==> config.mk <==
export PLATFORM = sky130hd
export DESIGN_NAME = udp_rx_unpacker
export DESIGN_NICKNAME = d
export VERILOG_FILES = /design/src/rtl/udp_rx_unpacker_pkg.sv /design/src/rtl/udp_rx_word_packer.sv /design/src/rtl/udp_rx_unpacker.sv
export SDC_FILE = /design/constraint.sdc
export NUM_CORES = 1
export LEC_CHECK = 0
export ABC_AREA = 1
export CAP_MARGIN = 15
export CORE_ASPECT_RATIO = 1.25
export CORE_MARGIN = 2
export CORE_UTILIZATION = 45
export DETAILED_ROUTE_END_ITERATION = 10
export GPL_TIMING_DRIVEN = 0
export PLACE_DENSITY = 0.74
export SYNTH_ARGS = -nofsm -noshare
export SYNTH_HDL_FRONTEND = slang
export SYNTH_SLANG_ARGS = --single-unit
export TNS_END_PERCENT = 100
==> constraint.sdc <==
create_clock -name clk -period 5.85 [get_ports clk]
set_clock_uncertainty 0.15 [all_clocks]
set_input_delay 0.585 -clock clk [delete_from_list [all_inputs] [get_ports clk]]
set_output_delay 0.585 -clock clk [all_outputs]
set_load 0.02 [all_outputs]
==> src/rtl/udp_rx_unpacker_pkg.sv <==
// Shared definitions for the UDP receive unpacker: FSM encoding,
// header length and word-geometry helper.
package udp_rx_unpacker_pkg;

    typedef enum logic [1:0] {
        ST_IDLE = 2'd0,
        ST_RECV = 2'd1,
        ST_DROP = 2'd2
    } rx_state_e;

    // UDP length field counts the 8-byte UDP header as well as the payload.
    localparam logic [15:0] UDP_HDR_LEN = 16'd8;

    // Number of payload bytes packed into one application word.
    function automatic int bytes_per_word(input int data_w);
        return data_w / 8;
    endfunction

endpackage

==> src/rtl/udp_rx_word_packer.sv <==
// Byte-to-word pack register. Bytes land MSB-first; the word (with the
// current byte already merged) and its keep mask are presented
// combinationally so the caller can register them in the commit cycle.
module udp_rx_word_packer
    import udp_rx_unpacker_pkg::*;
#(
    parameter int DATA_W = 64
) (
    input  logic                clk,
    input  logic                rst_n,
    input  logic                frame_start,
    input  logic                byte_valid,
    input  logic [7:0]          byte_data,
    input  logic                byte_last,
    output logic                commit,
    output logic [DATA_W-1:0]   word_data,
    output logic [DATA_W/8-1:0] word_keep,
    output logic [15:0]         byte_cnt
);

    localparam int BPW   = bytes_per_word(DATA_W);
    localparam int IDX_W = $clog2(BPW);

    logic [DATA_W-1:0] pack_q, pack_d;
    logic [DATA_W-1:0] merged;
    logic [IDX_W-1:0]  idx_q, idx_d;
    logic [15:0]       cnt_q, cnt_d;

    // Per byte lane: merge the incoming byte into its slot and build the keep
    // mask as leading ones up to and including the current slot.
    genvar gi;
    generate
        for (gi = 0; gi < BPW; gi++) begin : g_lane
            assign merged[DATA_W-1-8*gi -: 8] =
                (byte_valid && (idx_q == IDX_W'(gi))) ? byte_data
                                                      : pack_q[DATA_W-1-8*gi -: 8];
            assign word_keep[BPW-1-gi] = (IDX_W'(gi) <= idx_q);
        end
    endgenerate

    assign commit    = byte_valid && (byte_last || (idx_q == IDX_W'(BPW - 1)));
    assign word_data = merged;
    assign byte_cnt  = cnt_q;

    // Next-state for pack register, slot index and frame byte counter.
    always_comb begin
        pack_d = pack_q;
        idx_d  = idx_q;
        cnt_d  = cnt_q;
        if (frame_start) begin
            pack_d = '0;
            idx_d  = '0;
            cnt_d  = '0;
        end else if (byte_valid) begin
            cnt_d = cnt_q + 16'd1;
            if (commit) begin
                // Clearing here is what zero-fills unused lanes of a partial word.
                pack_d = '0;
                idx_d  = '0;
            end else begin
                pack_d = merged;
                idx_d  = idx_q + IDX_W'(1);
            end
        end
    end

    // Pack state registers.
    always_ff @(posedge clk or negedge rst_n) begin
        if (!rst_n) begin
            pack_q <= '0;
            idx_q  <= '0;
            cnt_q  <= '0;
        end else begin
            pack_q <= pack_d;
            idx_q  <= idx_d;
            cnt_q  <= cnt_d;
        end
    end

endmodule

==> src/rtl/udp_rx_unpacker.sv <==
// UDP receive unpacker: filters frames on local IP/port, packs accepted
// payload bytes MSB-first into DATA_W-bit words, drains and counts the rest.
module udp_rx_unpacker
    import udp_rx_unpacker_pkg::*;
#(
    parameter int DATA_W = 64
) (
    input  logic                clk,
    input  logic                rst_n,
    input  logic                rx_udp_hdr_valid,
    output logic                rx_udp_hdr_ready,
    input  logic [31:0]         rx_udp_ip_source_ip,
    input  logic [31:0]         rx_udp_ip_dest_ip,
    input  logic [15:0]         rx_udp_source_port,
    input  logic [15:0]         rx_udp_dest_port,
    input  logic [15:0]         rx_udp_length,
    input  logic [7:0]          rx_udp_payload_axis_tdata,
    input  logic                rx_udp_payload_axis_tvalid,
    output logic                rx_udp_payload_axis_tready,
    input  logic                rx_udp_payload_axis_tlast,
    input  logic                rx_udp_payload_axis_tuser,
    input  logic [31:0]         local_ip,
    input  logic [15:0]         local_port,
    output logic [DATA_W-1:0]   dout_data,
    output logic [DATA_W/8-1:0] dout_keep,
    output logic                dout_valid,
    input  logic                dout_ready,
    output logic                dout_last,
    output logic                dout_err,
    output logic [31:0]         dout_src_ip,
    output logic [15:0]         dout_src_port,
    output logic [15:0]         rx_frame_cnt,
    output logic [15:0]         rx_drop_cnt
);

    localparam int BPW = bytes_per_word(DATA_W);

    rx_state_e state_q, state_d;
    logic      hdr_ready_q, hdr_ready_d;

    logic [31:0] src_ip_q, src_ip_d;
    logic [15:0] src_port_q, src_port_d;
    logic [15:0] exp_len_q, exp_len_d;

    logic [DATA_W-1:0] dout_data_q, dout_data_d;
    logic [BPW-1:0]    dout_keep_q, dout_keep_d;
    logic              dout_valid_q, dout_valid_d;
    logic              dout_last_q, dout_last_d;
    logic              dout_err_q, dout_err_d;
    logic [31:0]       dout_src_ip_q, dout_src_ip_d;
    logic [15:0]       dout_src_port_q, dout_src_port_d;

    logic [15:0] frame_cnt_q, frame_cnt_d;
    logic [15:0] drop_cnt_q, drop_cnt_d;

    logic              hdr_fire;
    logic              hdr_match;
    logic              byte_fire;
    logic              recv_fire;
    logic              pk_commit;
    logic [DATA_W-1:0] pk_word;
    logic [BPW-1:0]    pk_keep;
    logic [15:0]       pk_byte_cnt;

    assign hdr_fire  = rx_udp_hdr_valid && hdr_ready_q;
    assign hdr_match = (rx_udp_ip_dest_ip == local_ip) && (rx_udp_dest_port == local_port);
    assign byte_fire = rx_udp_payload_axis_tvalid && rx_udp_payload_axis_tready;
    assign recv_fire = byte_fire && (state_q == ST_RECV);

    // Payload ready: held off in IDLE, gated by output-register space in RECV,
    // always open while draining a filtered frame.
    always_comb begin
        rx_udp_payload_axis_tready = 1'b0;
        case (state_q)
            ST_RECV: rx_udp_payload_axis_tready = !dout_valid_q || dout_ready;
            ST_DROP: rx_udp_payload_axis_tready = 1'b1;
            default: rx_udp_payload_axis_tready = 1'b0;
        endcase
    end

    udp_rx_word_packer #(
        .DATA_W (DATA_W)
    ) u_packer (
        .clk         (clk),
        .rst_n       (rst_n),
        .frame_start (hdr_fire),
        .byte_valid  (recv_fire),
        .byte_data   (rx_udp_payload_axis_tdata),
        .byte_last   (rx_udp_payload_axis_tlast),
        .commit      (pk_commit),
        .word_data   (pk_word),
        .word_keep   (pk_keep),
        .byte_cnt    (pk_byte_cnt)
    );

    // FSM next state, header latch, frame/drop counters.
    always_comb begin
        state_d     = state_q;
        src_ip_d    = src_ip_q;
        src_port_d  = src_port_q;
        exp_len_d   = exp_len_q;
        frame_cnt_d = frame_cnt_q;
        drop_cnt_d  = drop_cnt_q;
        case (state_q)
            ST_IDLE: begin
                if (hdr_fire) begin
                    src_ip_d   = rx_udp_ip_source_ip;
                    src_port_d = rx_udp_source_port;
                    exp_len_d  = rx_udp_length - UDP_HDR_LEN;
                    state_d    = hdr_match ? ST_RECV : ST_DROP;
                end
            end
            ST_RECV: begin
                if (recv_fire && rx_udp_payload_axis_tlast) begin
                    frame_cnt_d = frame_cnt_q + 16'd1;
                    state_d     = ST_IDLE;
                end
            end
            ST_DROP: begin
                if (byte_fire && rx_udp_payload_axis_tlast) begin
                    drop_cnt_d = drop_cnt_q + 16'd1;
                    state_d    = ST_IDLE;
                end
            end
            default: state_d = ST_IDLE;
        endcase
        // Registered so it reads 0 in reset and rises one cycle after release.
        hdr_ready_d = (state_d == ST_IDLE);
    end

    // Output word register: drain on handshake, reload on commit. Commit only
    // happens when the register is empty or draining, so no word is lost.
    always_comb begin
        dout_data_d     = dout_data_q;
        dout_keep_d     = dout_keep_q;
        dout_valid_d    = dout_valid_q;
        dout_last_d     = dout_last_q;
        dout_err_d      = dout_err_q;
        dout_src_ip_d   = dout_src_ip_q;
        dout_src_port_d = dout_src_port_q;
        if (dout_valid_q && dout_ready) begin
            dout_valid_d = 1'b0;
        end
        if (pk_commit) begin
            dout_data_d     = pk_word;
            dout_keep_d     = pk_keep;
            dout_valid_d    = 1'b1;
            dout_last_d     = rx_udp_payload_axis_tlast;
            dout_err_d      = rx_udp_payload_axis_tlast &&
                              (rx_udp_payload_axis_tuser ||
                               ((pk_byte_cnt + 16'd1) != exp_len_q));
            // Snapshot sender so a following header cannot disturb a held word.
            dout_src_ip_d   = src_ip_q;
            dout_src_port_d = src_port_q;
        end
    end

    // Control, header and counter registers.
    always_ff @(posedge clk or negedge rst_n) begin
        if (!rst_n) begin
            state_q     <= ST_IDLE;
            hdr_ready_q <= 1'b0;
            src_ip_q    <= '0;
            src_port_q  <= '0;
            exp_len_q   <= '0;
            frame_cnt_q <= '0;
            drop_cnt_q  <= '0;
        end else begin
            state_q     <= state_d;
            hdr_ready_q <= hdr_ready_d;
            src_ip_q    <= src_ip_d;
            src_port_q  <= src_port_d;
            exp_len_q   <= exp_len_d;
            frame_cnt_q <= frame_cnt_d;
            drop_cnt_q  <= drop_cnt_d;
        end
    end

    // Output word registers.
    always_ff @(posedge clk or negedge rst_n) begin
        if (!rst_n) begin
            dout_data_q     <= '0;
            dout_keep_q     <= '0;
            dout_valid_q    <= 1'b0;
            dout_last_q     <= 1'b0;
            dout_err_q      <= 1'b0;
            dout_src_ip_q   <= '0;
            dout_src_port_q <= '0;
        end else begin
            dout_data_q     <= dout_data_d;
            dout_keep_q     <= dout_keep_d;
            dout_valid_q    <= dout_valid_d;
            dout_last_q     <= dout_last_d;
            dout_err_q      <= dout_err_d;
            dout_src_ip_q   <= dout_src_ip_d;
            dout_src_port_q <= dout_src_port_d;
        end
    end

    assign rx_udp_hdr_ready = hdr_ready_q;
    assign dout_data        = dout_data_q;
    assign dout_keep        = dout_keep_q;
    assign dout_valid       = dout_valid_q;
    assign dout_last        = dout_last_q;
    assign dout_err         = dout_err_q;
    assign dout_src_ip      = dout_src_ip_q;
    assign dout_src_port    = dout_src_port_q;
    assign rx_frame_cnt     = frame_cnt_q;
    assign rx_drop_cnt      = drop_cnt_q;

endmodule

# Word-level counts from Yosys, hierarchy flattened
# Cells that the tools add are included.
# totals
reg_bits	305
inputBits	175
output_inout_bits	157
# classes
addsub	5
n_lt_le_gt_ge	8
n_eq_ne	12
mux	24
reduce_logical	29
# op_table
op	count
64-bit two-way mux	3
8-bit two-way mux	8
16-bit by 1-bit adder with 16-bit output, second input constant	3
32-bit == test	1
16-bit two-way mux	2
1-bit logical AND	17
16-bit == test	1
16-bit != test	1
16-bit by 4-bit subtractor with 16-bit output, second input constant	1
3-bit == test, second input constant	4
3-bit <= comparator, first input constant	4
3-bit two-way mux	3
2-bit two-way mux	4
3-bit by 2-bit == test with 1-bit output, second input constant	2
1-bit by 3-bit <= comparator with 1-bit output, first input constant	2
2-bit by 3-bit <= comparator with 1-bit output, first input constant	2
2-bit case mux with 3 select lines	1
2-bit AND reduction	3
2-bit zero test	2
2-bit nonzero test	2
3-bit by 1-bit adder with 3-bit output, second input constant	1
3-bit by 1-bit == test with 1-bit output, second input constant	1
3-bit zero test	1
1-bit logical OR	3
other kinds (5)	6

# Logic depth before layout (Yosys ltp)
# Gate-level depths: netlist of run 1.
# depth
ltp_word	10
mapped_depth	16
depth_no_buf	15

# Cells and area by module
# Synthesis of run 1 repeated with hierarchy kept, for this count alone.
# unflattened
cells_unflattened	1963
hier_area_um2	15095.7
# by_module_without_submodules
module	instances	cells_each	area_per_inst_um2
udp_rx_unpacker	1	1388	10630.2
udp_rx_word_packer	1	575	4465.5

# Least setup slack after synthesis of run 1
# Ideal clock, no wire load.
# synth_timing
kind	register to register
startpoint	register state_q[1]
endpoint	register dout_data_q[56] (netlist: dout_data[56])
arrival_ns	2.158
required_time_ns	5.568
path_slack_ns	3.410
path_stages_with_launch	17
path_buffers	3
period_less_slack_ns	2.440
cell_sequence	dfrtp_1 -> inv_1 -> ha_1 -> nor2_1 -> inv_2 -> nand2_1 -> nor2_2 -> nand3_4 -> clkinv_2 -> nand2_4 -> nand2_4 -> inv_2 -> buf_6 -> buf_6 -> buf_6 -> nand2_1 -> o21ai_1
# synth_between
elab_chain_cells	6
# synth_rtl
item	line	rtl
start, declared	udp_rx_unpacker.sv:38	rx_state_e state_q, state_d;
start signal, assigned	udp_rx_unpacker.sv:169	state_q <= state_d;
2-bit == test or 2-bit by 1-bit == test with 1-bit output (tied branches)	udp_rx_unpacker.sv:74	case (state_q)
1-bit case mux with 2 select lines (*)	udp_rx_unpacker.sv:74	
net rx_udp_payload_axis_tready	udp_rx_unpacker.sv:19	output logic rx_udp_payload_axis_tready,
1-bit logical AND (*)	udp_rx_unpacker.sv:67	assign byte_fire = rx_udp_payload_axis_tvalid && rx_udp_payload_axis_tready;
1-bit logical AND (*)	udp_rx_unpacker.sv:68	assign recv_fire = byte_fire && (state_q == ST_RECV);
1-bit logical AND	udp_rx_word_packer.sv:35	(byte_valid && (idx_q == IDX_W'(gi))) ? byte_data
8-bit two-way mux	udp_rx_word_packer.sv:35	
end signal, assigned	udp_rx_unpacker.sv:190	dout_data_q <= dout_data_d;
end, declared	udp_rx_unpacker.sv:45	logic [DATA_W-1:0] dout_data_q, dout_data_d;
# The timed path passes the listed nets; every way through them passes the cells marked *.
# A chain may end at the register's enable or synchronous reset.

# Final worst setup path of run 1
# layout_timing
startpoint	register state_q[0]
endpoint	output rx_udp_payload_axis_tready
# layout_between
elab_chain_cells	2
# layout_rtl
item	line
2-bit == test or 2-bit by 1-bit == test with 1-bit output (tied branches)	udp_rx_unpacker.sv:74
1-bit case mux with 2 select lines (*)	udp_rx_unpacker.sv:74
end, declared	udp_rx_unpacker.sv:19
# Mark *: on every way between the ends. The rest lies on a longest branch, timed or not.

==> results of run 1 <==
final cells by class:
class,instances,area (µm²)
fillers,2591,11400
flip-flops and latches,305,7630
multi-input cells,1108,5260
repair buffers,334,3380
clock buffers,45,917
well taps,401,502
inverters,103,388
plain buffers,64,334
clock inverters,6,95.1
worst min-delay path, stage by stage (launching register included):
cell	delay, ns
dfrtp_1	0.34
nand2_1	0.05
nand2_1	0.04
stage by stage:
stage	instances	TNS [ns]	total power, W
2_1_floorplan	1580	0	0.00355
3_3_place_gp	2312	-2683.90	0.00426
3_5_place_dp	2314	0	0.00431
4_1_cts	2366	0	0.00628
5_1_grt	2366	0	0.00656
6_report	2366	0	0.00621
per-layer routing:
metal | global-route usage [%] | vias up
met5 | 0 | -
li1 | - | 5761
met2 | 40.7 | 295
met4 | 6.80 | 0
met1 | 28.5 | 5473
met3 | 5.05 | 61
registers in the layout, summed over array words and instances, names as in the netlist:
signal / count
dout_data: 64
dout_err: 1
dout_keep: 8
dout_last: 1
dout_src_ip: 32
dout_src_port: 16
dout_valid: 1
exp_len_q: 16
rx_drop_cnt: 16
rx_frame_cnt: 16
rx_udp_hdr_ready: 1
src_ip_q: 32
src_port_q: 16
state_q: 2
u_packer.byte_cnt: 16
u_packer.idx_q: 3
u_packer.pack_q: 64
final timing paths:
check                                 start                          to  slack, ns  depth (start not counted)
min reg2reg                dout_src_port[4]            dout_src_port[4]       0.32                          2
max reg2reg                      state_q[0]               dout_data[38]       3.01                         12
min                        dout_src_port[4]            dout_src_port[4]       0.32                          2
max in group asynchronous             rst_n               dout_data[33]       4.16                          3
max                              state_q[0]  rx_udp_payload_axis_tready       2.73                          7
min in group asynchronous             rst_n           u_packer.idx_q[0]       0.42                          2
kinds of logic after synthesis:
logic type | synth area share [%]
buf+inv | 5.30
simple gates | 24.6
compound gates | 7.32
xor+xnor | 5.60
fa+ha+maj | 1.10
flops | 56.0
cell usage after synthesis, drive strengths merged:
library cell	count	area share [%]
a21oi	65	2.4
a22o	1	0.064
a2bb2oi	2	0.13
a31oi	3	0.14
buf	30	1.5
clkbuf	34	0.95
clkinv	1	0.037
dfrtp	305	56
ha	12	1.1
inv	102	2.8
nand2	556	15
nand3	30	1.2
nand3b	2	0.11
nand4	13	0.69
nor2	130	3.8
nor3	82	3.1
nor4	7	0.32
o211ai	1	0.055
o21ai	107	4.0
o21bai	1	0.055
o22ai	10	0.46
o32a	1	0.074
or2	1	0.046
xnor2	56	3.6
xnor3	2	0.33
xor2	26	1.7
power breakdown:
part	leakage, nW	switching [W]	internal [W]
combinational	4.22	0.000883	0.000664
clock	0.501	0.000786	0.00116
sequential	4.08	0.000236	0.00248
total	8.80	0.00190	0.00431
==> flow_summary.json, run 1 <==
{
  "required_ns": 5.12,
  "finalWorstSetupSlack_ns": 2.73,
  "grt_usage_pct": 23.0,
  "drive_gt1_share_pct": 4.89,
  "clock-root-buffer": "clkbuf_16",
  "end_kind": "output pin",
  "dpl-instance-area_um2": 17500,
  "antenna_found_initial": 0,
  "path_class": "flip-flop to output pin",
  "timing.final.crit_period_ns": 3.12,
  "dieHeight_um": 198,
  "wirelength_mm": 36.5,
  "drcViolationCount": 0,
  "htree_levels": 1,
  "core_area_um2": 29900,
  "fin_nets": 2133,
  "cp_slowest_cell": "clkdlybuf4s50_1",
  "drtIter0Drc": 602,
  "cts_buffers": 30,
  "yosysWarnings": 0,
  "dp_slack_ns": 2.69,
  "path_max_fanout": 4,
  "p_leak_nw": 8.80,
  "postCtsSetupRepairBufs": 0,
  "max_freq_ghz": 0.320,
  "die_area_um2": 31700,
  "finalSetupViolations": 0,
  "layout.cells.most_common": "nand2_1",
  "cts_sinks": 305,
  "grt_max_degree": 129,
  "core.rowCount": 71,
  "cts_buffer_depth": 3,
  "dr_wl_met3_mm": 2.34,
  "area_growth_pct": 36.0,
  "ys_seq_area_share_pct": 56.0,
  "grt_pass1_wl_mm": 59.5,
  "syn-instance-count": 1580,
  "post-route-util_pct": 61.8,
  "grt-ovfl-total": 0,
  "hpwlAfterDp_mm": 27.4,
  "crit_chain": "inv_1 -> ha_1 -> nor2_1 -> inv_2 -> nand2_1 -> nor2_2 -> clkdlybuf4s50_1",
  "vias": 11600,
  "power.density_nw_per_um2": 335,
  "cts_tree": "built",
  "top_layer": "met4",
  "drt-pass1-iter-count": 5,
  "worst-endpoint-arrival_ns": 2.39,
  "ant_nets": 0,
  "slew_headroom_pct": 55.7,
  "io_buffers": 331,
  "critPathMaxStageDelay_ns": 0.66,
  "syn_nets": 1767,
  "path_buf_inv": 3,
  "hold_slack_ns": 0.319,
  "wl_met2_mm": 18.1,
  "hold_buffers": 1,
  "insertion_delay_ns": 0.55,
  "avgViaCountPerCell": 4.90,
  "worst_pin_slew_ns": 0.665,
  "die-width_um": 160,
  "maxCapViolations": 0,
  "diodes": 0,
  "start_util_pct": 45.5,
  "fin_crit_sh_pct": 53.3,
  "ir_drop_mv": 0.286,
  "outcome": "finished clean",
  "hp-class": "flip-flop to flip-flop",
  "crit_family": "buffers and inverters",
  "ys_ff_latch": 305,
  "wl_met1_mm": 14.9,
  "clk_pin_slew_ns": 0.06,
  "routedWlPerCell_um": 15.4,
  "stdcell_area_um2": 18500,
  "globalplace.congestion": 0.914,
  "slew_viol_final": 0,
  "startpoint_type": "flip-flop",
  "hold_viol_final": 0,
  "syn_area_per_cell_um2": 8.62,
  "io_pins": 332,
  "yosysUniqueCellTypes": 39,
  "mostFrequentLayoutCells": "nand2_1, clkdlybuf4s50_1, dfrtp_1",
  "rsz0062_at_grt": "false",
  "post_cts_resized": 0,
  "synthesis.area_um2": 13600,
  "grt_pass1_vias": 11800
}
Note: power is estimated with default switching activity, not from simulation.
==> inputs of run 2 (changes only) <==
- clock period: 5.85 -> 2.9 ns (I/O delays scaled with it)
==> run 2 against run 1 <==
  * Non-clock buffer count unchanged
  * First-iteration DRC count down 0.17%
  * Clock power up 100%
  * Final cell count unchanged
  * Worst hold slack worse by 0.20 ns
  * Combinational power up 100%
  * Global-route usage unchanged
  * Power up 100%
  * Critical path type is now flip-flop to flip-flop
  * Largest cell class unchanged
  * Highest routed layer unchanged
==> flow_summary.json, run 2 (synthesized netlist as in run 1, its figures left out) <==
{
  "outcome": "finished clean",
  "worst_pin_slew_ns": 0.658,
  "fin_crit_sh_pct": 92.6,
  "ff2ff_path_depth": 12,
  "path_buf_inv": 4,
  "finalWorstSetupSlack_ns": 0.216,
  "finalSetupViolations": 0,
  "antenna_found_initial": 0,
  "timing.final.crit_period_ns": 2.68,
  "slew_viol_final": 0,
  "r2r_end": "dout_data[43]",
  "layout.cells.most_common": "nand2_1",
  "clock-root-buffer": "clkbuf_16",
  "insertion_delay_ns": 0.56,
  "p_leak_nw": 8.83,
  "clkPwrFrac_pct": 31.3,
  "area_growth_pct": 36.1,
  "cts_sinks": 305,
  "postCtsSetupRepairBufs": 0,
  "wirelength_mm": 36.5,
  "cts_buffer_depth": 3,
  "required_ns": 3.18,
  "cp_slowest_cell": "dfrtp_1",
  "grt_usage_pct": 23.0,
  "globalplace.congestion": 0.914,
  "mostFrequentLayoutCells": "nand2_1, clkdlybuf4s50_1, dfrtp_1",
  "p_sw_share_pct": 30.7,
  "slew_headroom_pct": 56.2,
  "p_sw_w": 0.00385,
  "htree_levels": 1,
  "hp-class": "input pin to flip-flop",
  "regArea_um2": 7630,
  "vias": 11600,
  "r2r_slack_ns": 0.22,
  "hpwlAfterDp_mm": 27.4,
  "end_kind": "flip-flop",
  "dp_slack_ns": 0.0293,
  "grt_pass1_vias": 11800,
  "crit_family": "simple AND/OR/NAND/NOR gates",
  "io_buffers": 331,
  "holdPathEnd": "src_ip_q[11]",
  "core.rowCount": 71,
  "cts_tree": "built",
  "fin_nets": 2133,
  "routedWlPerCell_um": 15.4,
  "worstHoldStart": "rx_udp_ip_source_ip[11]",
  "hold_viol_final": 0,
  "post-route-util_pct": 61.9,
  "avgViaCountPerCell": 4.90,
  "seq_power_share_pct": 43.7,
  "r2r-start": "state_q[0]",
  "p_int_w": 0.00869,
  "dieHeight_um": 198,
  "drtIter0Drc": 601,
  "tns_ns": 0,
  "maxCapViolations": 0,
  "ir_drop_mv": 0.577,
  "drive_gt1_share_pct": 5.19,
  "multi_input_area_um2": 5270,
  "worst-endpoint-arrival_ns": 2.96,
  "hold_depth": 3,
  "clk_pin_slew_ns": 0.06,
  "comb_power_share_pct": 24.9,
  "grt-ovfl-total": 0,
  "power.density_nw_per_um2": 676,
  "grt_max_degree": 129,
  "n_fill_cell": 2594,
  "startpoint_type": "flip-flop",
  "die-width_um": 160,
  "core_area_um2": 29900,
  "drt-pass1-iter-count": 5,
  "max_freq_ghz": 0.373,
  "path_max_fanout": 10,
  "critPathMaxStageDelay_ns": 0.42,
  "drcViolationCount": 0,
  "start_util_pct": 45.5,
  "ant_nets": 0,
  "rsz0062_at_grt": "false",
  "crit_chain": "inv_1 -> ha_2 -> nor2_1 -> inv_2 -> nand2_1 -> nor2_2 -> nand3_4 -> inv_4 -> nand3_1 -> buf_2 -> a21oi_1 -> o21ai_0",
  "io_pins": 332,
  "path_class": "flip-flop to flip-flop",
  "grt_pass1_wl_mm": 59.5,
  "diodes": 0,
  "die_area_um2": 31700,
  "cts_buffers": 30
}
[run 2: cell count changes in the layout (fill, tap and decap cells not counted), moves of 2 or more]
cell,delta
clkbuf_2,+4
clkbuf_1,-4
clkbuf_4,+2
buf_2,-2
[run 2: power groups by stage]
stage / sequential [W] / clock (W) / combinational, W
floorplan: 0.00581 / 0 / 0.00135
global placement: 0.00553 / 0 / 0.00306
detailed placement: 0.00554 / 0 / 0.00315
CTS: 0.00548 / 0.00401 / 0.00317
global route: 0.00557 / 0.00417 / 0.00349
finish: 0.00548 / 0.00393 / 0.00312
[run 2: area by class of cell]
type,count,share of cell area [%]
buffer,64,1.86
tap,401,2.71
multi-input combinational,1108,28.4
sequential,305,41.2
clock buffer,45,4.95
timing repair buffer,334,18.3
inverter,103,2.10
clock inverter,6,0.513
[run 2: metal layers]
layer  share of wire, %  vias up  routed length (µm)  GRT usage [%]
li1                   -     5760                   -              -
met1                 41     5466               15000           28.5
met2                 50      299               18100           40.7
met3                6.4       67                2350           5.05
met4                2.9        0                1070           6.80
met5                  0        -                   0              0
[run 2: worst max path at each step]
stage,start,to,cells after the start
after global routing,state_q[0],rx_frame_cnt[15],15
final,state_q[0],dout_data[43],12
after CTS,state_q[0],dout_keep[1],14
after global placement,rst_n,src_ip_q[3],1
after detailed placement,state_q[0],dout_data[57],12
after floorplan,state_q[1],dout_data[56],16
[run 2: worst reg2reg max path: stages, from the launching register on]
cell and delay [ns]:
dfrtp_1 0.42, inv_1 0.12, ha_2 0.24, nor2_1 0.07
inv_2 0.06, nand2_1 0.05, nor2_2 0.19, nand3_4 0.16
inv_4 0.16, nand3_1 0.26, buf_2 0.28, a21oi_1 0.28
o21ai_0 0.13
[run 2: per-stage QoR]
step	hold WS, ns	instances	total power (W)	instance area, µm²
6_report	0.119	2366	0.0125	18500
3_5_place_dp	0.102	2314	0.00869	17500
5_1_grt	0.110	2366	0.0132	18500
4_1_cts	0.0922	2366	0.0127	18500
3_3_place_gp	0.303	2312	0.00859	17400
2_1_floorplan	-0.156	1580	0.00716	13600
[run 2: timing repair]
item / 4_1_cts / 5_1_grt
endpoints found under the hold margin: 56 / 0
hold buffers: 1 / 0
gates resized for setup: 0 / 14
endpoints found under the setup margin: 0 / 165
==> inputs of run 3 (changes only) <==
- CORE_ASPECT_RATIO: 1.25 -> unset
- GPL_ROUTABILITY_DRIVEN: unset -> 1
==> run 3 against run 2 <==
  * Core utilization is 0.71 points higher
  * Worst hold slack better by 0.058 ns
  * Flip-flop and latch count stayed put
  * Design area is 0.41% higher
  * Via count is 1.2% higher
  * Combinational power hardly changed
  * Global-route usage is 1.0 points higher
  * Clock-buffer cell count stayed put
  * Fmax is 2.2% lower
  * Wire length is 2.8% higher
  * Clock power is 8.4% higher
  * Largest power group unchanged
==> flow_summary.json, run 3 (synthesized netlist as in run 1, its figures left out) <==
{
  "grt-ovfl-total": 0,
  "hpwlAfterDp_mm": 27.9,
  "die_area_um2": 31700,
  "fin_nets": 2137,
  "dp_slack_ns": 0.124,
  "area_growth_pct": 36.7,
  "hp-class": "input pin to flip-flop",
  "cts_buffers": 34,
  "path_class": "flip-flop to output pin",
  "hold_slack_ns": 0.177,
  "startpoint_type": "flip-flop",
  "mostFrequentLayoutCells": "nand2_1, clkdlybuf4s50_1, dfrtp_1",
  "maxCapViolations": 0,
  "drt-pass1-iter-count": 5,
  "p_leak_nw": 8.86,
  "finalWorstSetupSlack_ns": 0.156,
  "htree_levels": 2,
  "required_ns": 2.46,
  "avgViaCountPerCell": 4.96,
  "grt_pass1_wl_mm": 60.3,
  "n_fill_cell": 2493,
  "start_util_pct": 45.8,
  "critPathMaxStageDelay_ns": 0.64,
  "dpl-instance-area_um2": 17500,
  "diodes": 0,
  "worst-endpoint-arrival_ns": 2.30,
  "slew_viol_final": 0,
  "crit_family": "buffers and inverters",
  "dieHeight_um": 178,
  "grt_max_degree": 128,
  "grt_usage_pct": 24.1,
  "vias": 11700,
  "ir_drop_mv": 0.489,
  "path_buf_inv": 3,
  "power.total_w": 0.0129,
  "die-width_um": 178,
  "crit_chain": "inv_1 -> ha_1 -> nor2_1 -> inv_2 -> nand2_1 -> nor2_4 -> clkdlybuf4s50_1",
  "drcViolationCount": 0,
  "clock-root-buffer": "clkbuf_16",
  "outcome": "finished clean",
  "fin_crit_sh_pct": 94.6,
  "post-route-util_pct": 62.6,
  "wirelength_mm": 37.5,
  "layout.cells.most_common": "nand2_1",
  "rsz0062_at_grt": "false",
  "power.density_nw_per_um2": 693,
  "cp_slowest_cell": "clkdlybuf4s50_1",
  "end_kind": "output pin",
  "grt_pass1_vias": 11700,
  "core.rowCount": 63,
  "finalSetupViolations": 0,
  "globalplace.congestion": 0.899,
  "drtIter0Drc": 698,
  "routedWlPerCell_um": 15.9,
  "drive_gt1_share_pct": 5.32,
  "stdcell_area_um2": 18600,
  "worst_pin_slew_ns": 0.644,
  "io_pins": 332,
  "cts_sinks": 305,
  "timing.final.crit_period_ns": 2.74,
  "io_buffers": 331,
  "insertion_delay_ns": 0.50,
  "core_area_um2": 29700,
  "hold_viol_final": 0,
  "cts_tree": "built",
  "antenna_found_initial": 0,
  "max_freq_ghz": 0.364,
  "slew_headroom_pct": 57.1,
  "clk_pin_slew_ns": 0.06,
  "cts_buffer_depth": 3,
  "path_max_fanout": 4,
  "ant_nets": 0
}
## run 3: layout make-up
type | instances | area [µm²] | share of cell area [%]
Inverter | 103 | 389 | 2.09
Multi-Input combinational cell | 1108 | 5270 | 28.3
Buffer | 64 | 342 | 1.84
Timing Repair Buffer | 334 | 3380 | 18.2
Clock buffer | 45 | 943 | 5.07
Tap cell | 390 | 488 | 2.62
Sequential cell | 305 | 7630 | 41.0
Clock inverter | 16 | 165 | 0.887
## run 3: stage by stage
step | instances | TNS, ns
after CTS | 2365 | 0
final | 2365 | 0
after global routing | 2365 | 0
after detailed placement | 2303 | 0
after global placement | 2301 | -3528.74
after floorplan | 1580 | 0
## run 3: path summary, 6_finish.rpt
| kind | start | endpoint | slack (ns) | cells after the start |
|---|---|---|---|---|
| max reg2reg | state_q[0] | dout_src_ip[12] | 0.20 | 14 |
| max in group asynchronous | rst_n | dout_data[47] | 1.36 | 3 |
| max | state_q[0] | rx_udp_payload_axis_tready | 0.16 | 7 |
| min reg2reg | dout_src_port[11] | dout_src_port[11] | 0.32 | 2 |
| min in group asynchronous | rst_n | dout_src_ip[17] | 0.20 | 2 |
| min | rx_udp_ip_source_ip[2] | src_ip_q[2] | 0.18 | 3 |
## run 3: layer usage
metal | part of all wire (%) | track usage (%)
met1 | 44 | 32.2
met2 | 45 | 38.4
met3 | 7.6 | 6.11
met4 | 3.3 | 7.86
met5 | 0 | 0
## run 3: timing repair
action,in CTS,in global routing
hold buffers,1,0
setup buffers,0,0
setup endpoints to repair,0,135
endpoints found under the hold margin,71,0
gates resized for setup,0,8
## run 3: power breakdown
group          total (W)  leakage [nW]  internal, W  switching, W
Sequential       0.00549          4.08      0.00501      0.000484
Clock            0.00426         0.551      0.00257       0.00169
Combinational    0.00315          4.22      0.00134       0.00180
Total             0.0129          8.86      0.00891       0.00398
## run 3: worst min-delay path, stage by stage
cell and delay [ns]:
clkdlybuf4s50_1 0.39, nand2_1 0.06, nand2_1 0.05
